File: config.mk
export PLATFORM = sky130hd
export DESIGN_NAME = cnt_ctrl
export DESIGN_NICKNAME = d
export VERILOG_FILES = /design/src/rtl/cnt_ctrl.sv
export SDC_FILE = /design/constraint.sdc
export NUM_CORES = 1
export LEC_CHECK = 0
export ABC_CLOCK_PERIOD_IN_PS = 4900
export BUFFER_PORTS_ARGS = -buffer_cell sky130_fd_sc_hd__buf_4
export CAP_MARGIN = 20
export CORE_ASPECT_RATIO = 0.8
export CORE_MARGIN = 1
export CORE_UTILIZATION = 35
export DETAILED_ROUTE_END_ITERATION = 7
export GPL_ROUTABILITY_DRIVEN = 0
export PLACE_DENSITY = 0.58
export SKIP_LAST_GASP = 1
export SYNTH_ARGS = -nofsm -noshare
export SYNTH_HDL_FRONTEND = slang
export SYNTH_SLANG_ARGS = --single-unit
File: constraint.sdc
create_clock -name CLK -period 4.9 [get_ports CLK]
set_input_delay 0.735 -clock CLK [delete_from_list [all_inputs] [get_ports CLK]]
set_output_delay 0.735 -clock CLK [all_outputs]
set_load 0.01 [all_outputs]
File: src/rtl/cnt_ctrl.sv
// cnt_ctrl: start/pause/clear controlled up-counter with a latched terminal
// count, one-shot or periodic (auto-reload) operation and a done pulse.
module cnt_ctrl #(
  parameter int unsigned WIDTH = 4
) (
  input  logic             CLK,
  input  logic             RST,
  input  logic             clear,
  input  logic             start,
  input  logic             pause,
  input  logic             mode,
  input  logic [WIDTH-1:0] limit,
  output logic [WIDTH-1:0] Q,
  output logic             busy,
  output logic             done,
  output logic [1:0]       state
);

  typedef enum logic [1:0] {
    S_IDLE  = 2'b00,
    S_RUN   = 2'b01,
    S_PAUSE = 2'b10,
    S_DONE  = 2'b11
  } state_t;

  state_t           r_state;
  logic [WIDTH-1:0] r_q;
  logic [WIDTH-1:0] r_lim;
  logic             r_mode;
  logic             r_done;

  // Control FSM, counter and run-time copies of limit/mode; done is a
  // default-low pulse raised only on the terminal-count edge.
  always_ff @(posedge CLK or posedge RST) begin
    if (RST) begin
      r_state <= S_IDLE;
      r_q     <= '0;
      r_lim   <= '0;
      r_mode  <= 1'b0;
      r_done  <= 1'b0;
    end else begin
      r_done <= 1'b0;
      if (clear) begin
        r_state <= S_IDLE;
        r_q     <= '0;
      end else begin
        case (r_state)
          S_IDLE, S_DONE: begin
            if (start) begin
              r_state <= S_RUN;
              r_q     <= '0;
              r_lim   <= limit;
              r_mode  <= mode;
            end
          end
          S_RUN: begin
            if (pause) begin
              r_state <= S_PAUSE;
            end else if (r_q == r_lim) begin
              r_done <= 1'b1;
              if (r_mode) begin
                r_q <= '0;
              end else begin
                r_state <= S_DONE;
              end
            end else begin
              r_q <= r_q + WIDTH'(1);
            end
          end
          S_PAUSE: begin
            if (!pause) begin
              r_state <= S_RUN;
            end
          end
          default: r_state <= S_IDLE;
        endcase
      end
    end
  end

  // Outputs: registered values straight out, busy decoded from state.
  assign Q     = r_q;
  assign done  = r_done;
  assign state = r_state;
  assign busy  = (r_state == S_RUN) || (r_state == S_PAUSE);

endmodule

==> results.sh, run 1 <==
export IMPL_fin_crit_ns=2.02
export IMPL_p_int_uw=269
export IMPL_avgSynthCellArea_um2=10.5
export IMPL_syn_nets=84
export IMPL_finalWorstSetupSlack_ns=2.88
export IMPL_syn_to_final_growth_pct=25.5
export IMPL_drc_errors=0
export IMPL_rows=14
export IMPL_cts_buffers=3
export IMPL_final_core_util_pct=48.1
export IMPL_drive_gt1_share_pct=37.4
export IMPL_overflow=0
export IMPL_via_per_inst=5.24
export IMPL_clkSinkCount=12
export IMPL_syn_cell_area_um2=746
export IMPL_slew_violations=0
export IMPL_gr_usage_met1_pct=23.7
export IMPL_clockBufferDepth=2
export IMPL_instances_no_fill=115
export IMPL_dieArea_um2=2320
export IMPL_htreeDepth=1
export IMPL_skew_ns=0.00601
export IMPL_ys_seq_area_share_pct=40.3
export IMPL_seqPwrFrac_pct=36.7
export IMPL_synth_cells=71
export IMPL_holdCritPathClass="in2async"
export IMPL_yosysTopAreaCellShare_pct=40.3
export IMPL_synth_area_leader_cell="dfrtp_1"
export IMPL_relSlewSlack_pct=69.2
export IMPL_r2r_start="state[0]$_DFFE_PP0P_"
export IMPL_vdd_drop_max_uv=243
export IMPL_post_cts_resized=0
export IMPL_post_route_period_util_pct=41.1
export IMPL_crit_type="reg2reg"
export IMPL_outcome="completed"
export IMPL_drt_pass1_iter_count=4
export IMPL_io_buffer_count=17
export IMPL_crit_arrival_ns=2.18
export IMPL_via_count=603
export IMPL_cts_tree="built"
export IMPL_hold_buffers=0
export IMPL_drtIter0Drc=6
export IMPL_switching_share_pct=36.4
export IMPL_start_kind="register"
export IMPL_cp_startpoint="state[0]$_DFFE_PP0P_"
export IMPL_p_clk_share_pct=18.5
export IMPL_leakagePower_nw=0.436
export IMPL_grt_pass1_vias=597
export IMPL_max_cap_viol_count=0
export IMPL_place_inst=111
export IMPL_die_x_um=53.6
export IMPL_p_switching_uw=154
export IMPL_p_per_area_nw_per_um2=453
export IMPL_grt_max_degree=13
export IMPL_clock_latency_ns=0.27
export IMPL_busiest_layer="met1"
export IMPL_dpl_hpwl_um=1180
export IMPL_path_max_fanout=5
export IMPL_ys_ff_latch=12
export IMPL_core_region_area_um2=1940
export IMPL_fin_total_pwr_uw=424
export IMPL_num_nets_final=105
export IMPL_ios=18
export IMPL_place_ws_ns=2.93
export IMPL_wirelength_um=1610
export IMPL_synth_distinct_cells=28
export IMPL_cts_root_buf="clkbuf_4"
export IMPL_end_kind="register"
export IMPL_die_h_um=43.3
export IMPL_setup_viol=0
export IMPL_hold_viol=0
export IMPL_yosys_warnings=0
export IMPL_worstMarginPinSlew_ns=0.462
export IMPL_path_clk_slew_ns=0.08
export IMPL_final_antenna_net_count=0
export IMPL_use_met3_pct=7.53
export IMPL_drt_wirelength_per_cell_um=14.0
export IMPL_netlist_top_cells_area="dfrtp_1, mux2_2, ha_1, xnor2_1, nor3b_1"
export IMPL_n_antenna_cell=0
export IMPL_fmax_mhz=496
export IMPL_worstPathRequired_ns=5.06
export IMPL_grt_setup_unrepaired="false"
export IMPL_post_cts_buffers=0
export IMPL_worst_r2r_cell_count=6
export IMPL_gr_usage_all_layers_pct=17.1
export IMPL_start_util_pct=38.4
export IMPL_pwr_share_comb_pct=44.7
export IMPL_finalSetupTns_ns=0
export IMPL_grt_antenna_before_repair=0
export IMPL_grt_pass1_wl_um=2700
export IMPL_use_met2_pct=23.5
==> worst paths after layout <==
| path | to | slack (ns) |
|---|---|---|
| worst max-delay path | Q[1]$_DFFE_PP0P_ | 2.88 |
| worst min-delay path | Q[0]$_DFFE_PP0P_ | 0.47 |
| worst max register to register | Q[1]$_DFFE_PP0P_ | 2.88 |
| worst min register to register | r_lim[3]$_DFFE_PP0P_ | 0.53 |
| max in group asynchronous | r_lim[3]$_DFFE_PP0P_ | 4.11 |
| min in group CLK | r_lim[3]$_DFFE_PP0P_ | 0.53 |
==> cell type report <==
class | count | area [um^2]
Fill cell | 207 | 1010
Timing Repair Buffer | 17 | 128
Multi-Input combinational cell | 53 | 423
Clock buffer | 4 | 36.3
Inverter | 5 | 18.8
Tap cell | 24 | 30.0
Sequential cell | 12 | 300
==> through the flow <==
step                hold WS [ns]  cell area (um^2)
floorplan                  0.501               746
CTS                        0.481               936
finish                     0.465               936
global placement           0.517               900
global route               0.517               936
detailed placement         0.519               900
==> critical path: stages, from the launching register on <==
cell      delay (ns)
dfrtp_1         0.39
inv_1           0.06
ha_1            0.36
mux2_2          0.38
nand2b_1        0.21
a41o_2          0.29
a31o_2          0.21
==> synthesized netlist by cell type, drive strengths merged <==
library cell  number
nor2b              2
inv                5
nand2              3
a31o               3
nor3               3
xnor2              4
a41o               1
o21bai             1
a311oi             1
nor2               3
clkbuf             1
o21ai              2
nand2b             3
nor3b              4
and2               1
mux2               7
nand3              1
ha                 3
dfrtp             12
nand4              1
o311a              1
a211oi             2
a31oi              2
a21oi              1
nand4b             1
mux2i              1
nor4b              1
or3b               1
==> state kept, by name, summed over array words and instances, names as in the netlist <==
signal / cells
r_lim: 4
done: 1
state: 2
Q: 4
r_mode: 1
==> logic make-up after synthesis <==
group / count (synthesis) / synth area share, %
mux: 8 / 11.9
fa+ha+maj: 3 / 5.03
flops: 12 / 40.3
xor+xnor: 4 / 4.70
simple gates: 24 / 20.0
compound gates: 14 / 15.1
buf+inv: 6 / 3.02
==> routing by layer <==
metal  vias to the layer above  wire [um]
met4                         0         10
met1                       292        799
met5                         -          0
met3                         2         63
met2                         9        739
li1                        300          -
==> power groups by stage <==
stage               registers (mW)  clock network (mW)  logic (mW)
CTS                          0.156              0.0819       0.192
global route                 0.160              0.0892       0.209
finish                       0.156              0.0786       0.190
global placement             0.157                   0       0.188
detailed placement           0.158                   0       0.191
floorplan                    0.154                   0       0.135
==> layout by cell type, fill, tap and decap left out, types with 3 or more instances in the layout <==
cell,synthesis,routed
nand2b_1,3,3
buf_4,0,17
dfrtp_1,12,12
nand2_1,3,3
nor3b_1,4,4
clkbuf_4,0,3
nor3_1,3,3
mux2_2,7,7
a31o_2,3,3
nor2_1,3,3
inv_1,5,5
xnor2_1,4,4
ha_1,3,3
Power figures use the tool's default switching activity.
==> inputs of run 2 (changes only) <==
Settings changed: ABC_AREA from default to 1, ABC_CLOCK_PERIOD_IN_PS 4900 to 2000.
Clock period 4.9 ns to 2 ns, I/O delays scaled along.
==> run 2 against run 1 <==
Compared with the run above: via count grew 16%; die area grew 4.2%; clock skew shrank 0.0041 ns; flip-flop and latch count is the same; routed wire length shrank 5.5%; sequential power grew 140%; global-route usage shrank 2.0 points; critical endpoint is now busy.
==> results.sh, run 2 <==
export IMPL_cts_tree="built"
export IMPL_crit_chain="inv_1 -> ha_1 -> inv_1 -> buf_4"
export IMPL_grt_pass1_vias=585
export IMPL_die_h_um=44.2
export IMPL_synth_flop_cell="dfrtp_1"
export IMPL_grt_antenna_before_repair=0
export IMPL_cts_buffers=3
export IMPL_dieArea_um2=2420
export IMPL_mostFrequentLayoutCells="nand2_1, inv_1, buf_4, dfrtp_1, nor2_1"
export IMPL_rows=14
export IMPL_synth_most_common_cell="nand2_1"
export IMPL_die_x_um=54.7
export IMPL_grt_max_degree=13
export IMPL_pwr_share_comb_pct=50.2
export IMPL_p_switching_uw=487
export IMPL_dpl_hpwl_um=1180
export IMPL_path_max_fanout=4
export IMPL_post_cts_resized=0
export IMPL_hold_buffers=0
export IMPL_crit_arrival_ns=1.28
export IMPL_grt_setup_unrepaired="false"
export IMPL_grt_pass1_wl_um=2520
export IMPL_cp_startpoint="state[0]$_DFFE_PP0P_"
export IMPL_synth_xor_area_share_pct=2.25
export IMPL_synthTopCellsByCount="nand2_1, inv_1, dfrtp_1, nor2_1, nand3_1"
export IMPL_worstMarginPinSlew_ns=0.490
export IMPL_drtIter0Drc=24
export IMPL_p_int_uw=653
export IMPL_n_antenna_cell=0
export IMPL_ys_seq_area_share_pct=38.6
export IMPL_slew_violations=0
export IMPL_cts_root_buf="clkbuf_4"
export IMPL_via_per_inst=4.61
export IMPL_skew_ns=0.00192
export IMPL_post_route_period_util_pct=78.8
export IMPL_r2r_setup_slack_ns=0.55
export IMPL_num_nets_final=142
export IMPL_fmax_mhz=635
export IMPL_cpMostUsedCell="inv_1"
export IMPL_start_util_pct=39.3
export IMPL_worstPathRequired_ns=1.70
export IMPL_drt_pass1_iter_count=4
export IMPL_via_count=700
export IMPL_syn_nets=120
export IMPL_holdCritPathClass="in2async"
export IMPL_p_per_area_nw_per_um2=1170
export IMPL_drc_errors=0
export IMPL_avgSynthCellArea_um2=7.27
export IMPL_critPathSlowestCell="dfrtp_1"
export IMPL_clock_latency_ns=0.27
export IMPL_seqPwrFrac_pct=33.0
export IMPL_p_clk_share_pct=16.8
export IMPL_syn_to_final_growth_pct=24.9
export IMPL_crit_type="reg2out"
export IMPL_final_antenna_net_count=0
export IMPL_yosys_warnings=0
export IMPL_synth_distinct_cells=17
export IMPL_finalWorstSetupSlack_ns=0.424
export IMPL_netlist_top_cells_area="dfrtp_1, nand2_1, inv_1, nand3_1, nor2_1"
export IMPL_htreeDepth=1
export IMPL_ys_async_sr_fraction_pct=100
export IMPL_yosysTopAreaCellShare_pct=38.6
export IMPL_r2r_start="state[1]$_DFFE_PP0P_"
export IMPL_synth_simple_area_share_pct=39.2
export IMPL_clockBufferDepth=2
export IMPL_core_region_area_um2=1980
export IMPL_ios=18
export IMPL_outcome="completed"
export IMPL_place_ws_ns=0.579
export IMPL_synthMuxAreaShare_pct=0
export IMPL_switching_share_pct=42.7
export IMPL_synth_top_family_by_area="simple AND/OR/NAND/NOR gates"
export IMPL_drt_wirelength_per_cell_um=10.0
export IMPL_critPathMaxStageDelay_ns=0.40
export IMPL_ys_ff_latch=12
export IMPL_drive_gt1_share_pct=28.1
export IMPL_end_kind="output port"
export IMPL_relSlewSlack_pct=67.3
export IMPL_finalSetupTns_ns=0
export IMPL_syn_cell_area_um2=778
export IMPL_synth_edf_count=0
export IMPL_setup_viol=0
export IMPL_vdd_drop_max_uv=569
export IMPL_max_cap_viol_count=0
export IMPL_synth_adder_area_share_pct=4.82
export IMPL_synth_area_leader_cell="dfrtp_1"
export IMPL_post_cts_buffers=0
export IMPL_synth_compound_area_share_pct=4.98
export IMPL_cp_top_family="flip-flops"
export IMPL_clkSinkCount=12
export IMPL_hold_viol=0
export IMPL_overflow=0
export IMPL_final_common_cell="nand2_1"
export IMPL_cp_num_buf_inv=3
export IMPL_synth_cells=107
export IMPL_fin_crit_ns=1.58
export IMPL_wirelength_um=1520
export IMPL_io_buffer_count=17
export IMPL_path_clk_slew_ns=0.08
export IMPL_leakagePower_nw=0.535
export IMPL_gr_usage_all_layers_pct=15.1
export IMPL_start_kind="register"
==> run 2: worst paths after layout <==
kind | to | cells after the start
min in group CLK | done$_DFF_PP0_ | 2
worst min-delay path | state[0]$_DFFE_PP0P_ | 2
max in group asynchronous | Q[3]$_DFFE_PP0P_ | 2
worst max register to register | Q[1]$_DFFE_PP0P_ | 10
worst min register to register | r_lim[3]$_DFFE_PP0P_ | 2
worst max-delay path | busy | 4
==> run 2: power groups by stage <==
stage,clock (mW),combinational [mW],sequential (mW)
after floorplan,0,0.400,0.383
after global placement,0,0.570,0.379
after detailed placement,0,0.572,0.382
after CTS,0.203,0.574,0.376
after global routing,0.210,0.655,0.389
final,0.191,0.572,0.377
==> run 2: cells by family (layout without fill, tap and decap cells) <==
kind of cell | count (synthesis) | after routing
and+or+nand+nor | 62 | 62
buffers and inverters | 21 | 42
DFF | 12 | 12
AOI/OAI and AO/OA | 7 | 7
adders and majority gates | 3 | 3
xor gates and xnor gates | 2 | 2
==> run 2: per-stage QoR <==
stage | total power, mW | hold WS, ns | area, um^2 | utilization, % | std cells
finish | 1.14 | 0.0434 | 972 | 49.1 | 152
global route | 1.25 | 0.0718 | 972 | 49.1 | 152
CTS | 1.15 | 0.0451 | 972 | 49.1 | 152
detailed placement | 0.954 | 0.354 | 936 | 47.3 | 148
global placement | 0.949 | 0.344 | 936 | 47.3 | 148
floorplan | 0.784 | 0.165 | 778 | - | 107
==> run 2: final cells by class <==
type,instances,area (um^2)
clock buffer,4,36.3
fill,207,1010
inverter,21,78.8
timing repair buffer,17,128
sequential,12,300
multi-input combinational,74,399
tap,24,30.0
==> run 2: routing by layer <==
metal / global-route usage [%] / up-vias / routed length [um]
met5: 0 / - / 0
met4: 3.08 / 0 / 11
met3: 7.22 / 2 / 87
met2: 18.1 / 19 / 593
met1: 23.6 / 304 / 832
li1: - / 375 / -
==> run 2: worst register-to-register path, delay by kind of cell, from the launching register on <==
family / cells / cell delay, ns
buffers and inverters: 4 / 0.27
adder cells (fa/ha/maj): 1 / 0.22
AND/OR/NAND/NOR: 4 / 0.37
flip-flops: 1 / 0.41
AO/OA/AOI/OAI: 1 / 0.12
